## src/rtl/avalon_mem_tester.sv

```systemverilog
// Avalon-MM host memory tester: fills a word region with SEED+i, reads it back,
// and reports the mismatch count and the address of the first mismatch.
module avalon_mem_tester #(
  parameter logic [31:0] BASE_ADDR = 32'h0000_0000,
  parameter int          NWORDS_W  = 4,
  parameter logic [31:0] SEED      = 32'hA5A5_0000
) (
  input  logic        clk,
  input  logic        reset_n,
  input  logic        start,
  output logic        busy,
  output logic        done,
  output logic        pass,
  output logic [15:0] err_count,
  output logic [31:0] first_err_addr,
  output logic [31:0] address,
  output logic [3:0]  byteenable,
  output logic        read,
  output logic        write,
  output logic [31:0] writedata,
  input  logic [31:0] readdata,
  input  logic        waitrequest,
  input  logic        readdatavalid
);

  localparam logic [2:0] S_IDLE    = 3'd0;
  localparam logic [2:0] S_WR      = 3'd1;
  localparam logic [2:0] S_RD_REQ  = 3'd2;
  localparam logic [2:0] S_RD_WAIT = 3'd3;
  localparam logic [2:0] S_DONE    = 3'd4;

  localparam logic [NWORDS_W-1:0] LAST_IDX = '1;

  logic [2:0]          state;
  logic [NWORDS_W-1:0] idx;
  logic [31:0]         expected;
  logic                mismatch;
  logic                last_word;

  assign expected  = SEED + 32'(idx);
  assign mismatch  = (readdata != expected);
  assign last_word = (idx == LAST_IDX);

  // The address register walks alongside idx so it always names the word being
  // written, requested or compared; first_err_addr is latched straight from it.
  always_ff @(posedge clk or negedge reset_n) begin
    if (!reset_n) begin
      state          <= S_IDLE;
      idx            <= '0;
      busy           <= 1'b0;
      done           <= 1'b0;
      pass           <= 1'b0;
      err_count      <= 16'h0000;
      first_err_addr <= 32'h0;
      address        <= 32'h0;
      byteenable     <= 4'h0;
      read           <= 1'b0;
      write          <= 1'b0;
      writedata      <= 32'h0;
    end else begin
      case (state)
        S_IDLE, S_DONE: begin
          if (start) begin
            state          <= S_WR;
            idx            <= '0;
            busy           <= 1'b1;
            done           <= 1'b0;
            pass           <= 1'b0;
            err_count      <= 16'h0000;
            first_err_addr <= 32'h0;
            address        <= BASE_ADDR;
            byteenable     <= 4'hF;
            write          <= 1'b1;
            read           <= 1'b0;
            writedata      <= SEED;
          end
        end

        S_WR: begin
          if (!waitrequest) begin
            if (last_word) begin
              state   <= S_RD_REQ;
              idx     <= '0;
              write   <= 1'b0;
              read    <= 1'b1;
              address <= BASE_ADDR;
            end else begin
              idx       <= idx + 1'b1;
              address   <= address + 32'd4;
              writedata <= writedata + 32'd1;
            end
          end
        end

        S_RD_REQ: begin
          if (!waitrequest) begin
            state <= S_RD_WAIT;
            read  <= 1'b0;
          end
        end

        S_RD_WAIT: begin
          if (readdatavalid) begin
            if (mismatch) begin
              if (err_count != 16'hFFFF) begin
                err_count <= err_count + 16'd1;
              end
              if (err_count == 16'h0000) begin
                first_err_addr <= address;
              end
            end
            // Pass folds in this final compare so done and pass rise together.
            if (last_word) begin
              state      <= S_DONE;
              busy       <= 1'b0;
              done       <= 1'b1;
              pass       <= (err_count == 16'h0000) && !mismatch;
              byteenable <= 4'h0;
            end else begin
              state   <= S_RD_REQ;
              idx     <= idx + 1'b1;
              address <= address + 32'd4;
              read    <= 1'b1;
            end
          end
        end

        default: begin
          state <= S_IDLE;
          busy  <= 1'b0;
          done  <= 1'b0;
          read  <= 1'b0;
          write <= 1'b0;
        end
      endcase
    end
  end

endmodule
```

## config.mk

```make
export PLATFORM = sky130hd
export DESIGN_NAME = avalon_mem_tester
export DESIGN_NICKNAME = d
export VERILOG_FILES = /design/src/rtl/avalon_mem_tester.sv
export SDC_FILE = /design/constraint.sdc
export NUM_CORES = 1
export LEC_CHECK = 0
export BUFFER_PORTS_ARGS = -buffer_cell sky130_fd_sc_hd__buf_2
export CORE_ASPECT_RATIO = 1.4
export CORE_MARGIN = 3
export CORE_UTILIZATION = 30
export DETAILED_ROUTE_END_ITERATION = 6
export GPL_TIMING_DRIVEN = 1
export HOLD_SLACK_MARGIN = 0.02
export PLACE_DENSITY = 0.55
export SYNTH_ARGS = -nofsm -noshare
export SYNTH_HDL_FRONTEND = slang
export SYNTH_SLANG_ARGS = --single-unit
```

## constraint.sdc

```tcl
create_clock -name clk -period 7.4 [get_ports clk]
set_input_delay 1.85 -clock clk [delete_from_list [all_inputs] [get_ports clk]]
set_output_delay 1.85 -clock clk [all_outputs]
set_load 0.005 [all_outputs]
```

; ---- After elaboration in Yosys (flattened, before gate mapping)
; Cells that the tools add are included.
[totals]
register_bits = 128
in_bits = 37
output_inout_bits = 121
elab_cells = 110
[classes]
add_sub_neg = 5
eq_ne = 18
muxes = 54
bitwise = 2
reduce_logical = 19
[ops]
columns = op, n
row1 = $mux 32, 11
row2 = $pmux 32 s2, 2
row3 = $pmux 32 s3, 1
row4 = $mux 16, 4
row5 = $add 32x1->32 const B, 1
row6 = $add 32x3->32 const B, 1
row7 = $add 32x4->32 const A, 1
row8 = $mux 4, 8
row9 = $ne 32x32->1, 1
row10 = $pmux 16 s2, 1
row11 = $ne 2x2->1 const B, 11
row12 = $reduce_and 5->1, 4
row13 = $mux 3, 6
row14 = $add 16x1->16 const B, 1
row15 = $logic_not 16->1, 1
row16 = $ne 16x16->1 const B, 1
row17 = $reduce_and 4->1, 4
row18 = $mux 1, 13
row19 = $pmux 3 s4, 1
row20 = $pmux 4 s3, 1
row21 = $pmux 1 s3, 3
row22 = $pmux 4 s2, 1
row23 = $eq 3x2->1 const B, 2
row24 = $reduce_and 6->1, 1
row25 = 13 further kinds, 17

; ---- Longest topological paths before layout
[depth]
word_depth = 7
ltp_mapped = 8
mapped_depth_nobuf = 6

; ---- Worst setup path before layout
; OpenSTA, ideal clock, no wires.
[synth_timing]
kind = input-to-reg
startpoint = in start
endpoint = reg writedata[30]
setup_ns = 0.078
t_arrival_ns = 3.552
required_time_ns = 7.322
slack_ns = 3.770
cell_stages = 5
n_path_buf = 0
path_cell_list = or3b_2 > o41a_1 > or4_1 > or4_1 > a21oi_1
[synth_between]
elab_chain_len = 2
[synth_lines]
columns = element, line
row1 = "start, declared", 10  ; input logic start,
row2 = $ne 2x2->1 (no line), --
row3 = $reduce_and 4->1 (no line), --
row4 = "end signal, assigned", 90  ; writedata <= writedata + 32'd1;
row5 = "end, declared", 20  ; output logic [31:0] writedata,
; Every way passes these cells.
; A chain may end at the register's enable or synchronous reset.

; ---- Worst setup path in the final report
[layout_timing]
startpoint = in readdata[1]
endpoint = reg first_err_addr[11]
[layout_between]
elab_chain_len = 3
[layout_lines]
columns = element, line
row1 = "start, declared", 21  ; input logic [31:0] readdata,
row2 = $ne 32x32->1, 41  ; assign mismatch = (readdata != expected);
row3 = $ne 2x2->1 (no line), --
row4 = $reduce_and 5->1 (no line), --
row5 = "end signal, assigned", 109  ; first_err_addr <= address;
row6 = "end, declared", 15  ; output logic [31:0] first_err_addr,
; Every way passes these cells.

==> impl_metrics.json <==
{
  "met1_usage_pct": 20.0,
  "fmax_mhz": 265,
  "drt-vias-per-instance": 5.16,
  "drt-total-wl_mm": 19.4,
  "holdPathStages": 1,
  "place.gp.congestion": 0.852,
  "p_leak_uw": 0.00377,
  "globalRouteOverflowTotal": 0,
  "min_period_ps": 3770,
  "rsz0062_at_grt": "no",
  "whs_ps": 486,
  "arrival_ps": 4080,
  "cts_resized": 0,
  "synthCells": 732,
  "cts_hold_buf": 0,
  "ys_seq_elements": 122,
  "h-tree-depth": 4,
  "fillers": 2235,
  "track_usage_pct": 16.5,
  "ys.flop_type": "dfrtp_1",
  "antenna_found_initial": 0,
  "busiest_layer": "met2",
  "crit_required_ps": 7710,
  "ir_drop_uv": 151,
  "drv_cap": 0,
  "fp.dieH_um": 181,
  "port-buffer-count": 155,
  "cp-start-kind": "input pin",
  "yosysUniqueCellTypes": 54,
  "yosysSeqAreaShare_pct": 46.4,
  "hold_viol": 0,
  "path_class": "input pin to flop",
  "power_density_nw_per_um2": 273,
  "rrSetupSlack_ps": 4340,
  "die-area_um2": 23800,
  "synth_edf_count": 0,
  "slew_headroom_pct": 20.9,
  "multi_input_area_um2": 3180,
  "finalSetupViolations": 0,
  "use_met3_pct": 4.15,
  "drive_gt1_share_pct": 23.6,
  "cts_root_buffer": "clkbuf_16",
  "layout_common_cells": "buf_2 (154), dfrtp_1 (122), nand2_1 (77)",
  "drtPass1Iterations": 4,
  "clkSlewWorstSetupHoldPaths_ps": 60,
  "final_common_cell": "buf_2",
  "ff2ff_path_depth": 6,
  "cp_max_fo": 31,
  "grt_pass1_vias": 5900,
  "finalClockSkew_ps": 10.1,
  "gr-usage-met2_pct": 29.1,
  "drc": 0,
  "tns_ps": 0,
  "start_util_pct": 30.8,
  "routedWlPerCell_um": 16.6,
  "hold_class": "flop to flop",
  "tightest_slew_ps": 1190,
  "io_pins": 158,
  "cts_tree": "built",
  "num_rows": 63,
  "die-width_um": 131,
  "coreArea_um2": 21400,
  "postRouteAntennaNets": 0,
  "grt_pass1_wl_mm": 32.0,
  "syn_area_um2": 6580,
  "slew_viol_final": 0,
  "cts_setup_buffers": 0,
  "async_flop_share_pct": 100,
  "layout.nets": 905,
  "min_period_over_period_pct": 51.0,
  "hpwl_mm": 13.6,
  "yosys_warnings": 0,
  "regArea_um2": 3050,
  "end_kind": "flop",
  "clk_latency_ps": 430,
  "drtIter0Drc": 304,
  "cts.sink_count": 122,
  "cts_buffer_depth": 2,
  "postSynthAreaPerCell_um2": 8.98,
  "num_vias": 6030,
  "outcome": "finished, final reports clean",
  "area_growth_pct": 24.2,
  "grt_max_degree": 65,
  "cts_buffers": 17
}
-- logic make-up (layout without fill, tap and decap cells) --
group,count (synthesis),after routing,share of synthesized area (%)
buffers and inverters,91,234,5.63
muxes,31,31,4.76
DFF,122,122,46.4
adders and majority gates,5,5,0.951
xor gates and xnor gates,20,20,2.66
AOI/OAI and AO/OA,160,160,15.8
and+or+nand+nor,302,302,23.7
other,1,3,0.0570
-- worst max-delay path, stage by stage --
cell	delay (ps)
buf_2	100
xnor2_1	290
nand4_1	210
nor3_2	220
buf_4	270
a211o_2	710
mux2_2	410
-- path summary, 6_finish.rpt --
| path | from | endpoint |
|---|---|---|
| max | readdata[1] | first_err_addr[11] |
| min | read | read |
| max reg2reg | state[1] | first_err_addr[11] |
| min reg2reg | read | read |
| max in group asynchronous | reset_n | address[28] |
| min in group asynchronous | reset_n | writedata[10] |
-- registers in the layout (all words and copies together), names as in the netlist --
signal	count
read	1
state	3
first_err_addr	31
busy	1
byteenable	1
pass	1
err_count	16
done	1
writedata	32
address	30
idx	4
write	1
-- power by group --
part / switching (uW) / internal, uW / total (uW)
clock network: 339 / 488 / 827
registers: 114 / 743 / 857
logic: 334 / 211 / 546
-- cell type report --
class                      instances  area share [%]
timing repair buffer             163            10.3
clock buffer                      19            5.54
inverter                          39            1.79
tap                              292            4.47
antenna                            1          0.0306
multi-input combinational        520            38.9
sequential                       122            37.4
clock inverter                    13            1.64
-- cells in the mapped netlist, types with 5 or more instances --
master,count,area (um2)
nor4_1,16,100
or3_1,10,62.6
nor2_1,50,188
o21ai_0,58,290
nand4_1,24,150
inv_1,39,146
xnor2_1,12,105
nand2_1,77,289
mux2i_1,29,290
a41oi_1,7,61.3
ha_1,5,62.6
buf_4,6,45.0
and4_1,8,70.1
buf_2,5,25.0
o31ai_1,24,180
a21oi_1,23,115
dfrtp_1,122,3050
xor2_1,8,70.1
and2_1,8,50.1
nor2b_1,8,50.1
a31oi_1,11,68.8
or4_1,10,75.1
nor3_1,14,70.1
clkbuf_1,39,146
o41ai_1,17,149
and3_1,10,62.6
nand3_1,47,235
a21o_1,5,37.5
-- stage by stage --
step	total power, uW	instance area, um2	setup slack, ps	util [%]	cells
after global routing	2380	8170	3450	38.2	1168
after floorplan	1200	6580	3770	-	733
final	2230	8170	3630	38.2	1169
after detailed placement	1430	7580	3150	35.5	1136
after global placement	1420	7580	3130	35.5	1136
after CTS	2270	8170	3600	38.2	1168
-- metal layers --
metal / share of wire, % / vias to the layer above
li1: - / 2943
met1: 42 / 2897
met2: 51 / 165
met3: 5.2 / 25
met4: 1.6 / 0
met5: 0 / -
(Power assumes the default switching activity.)
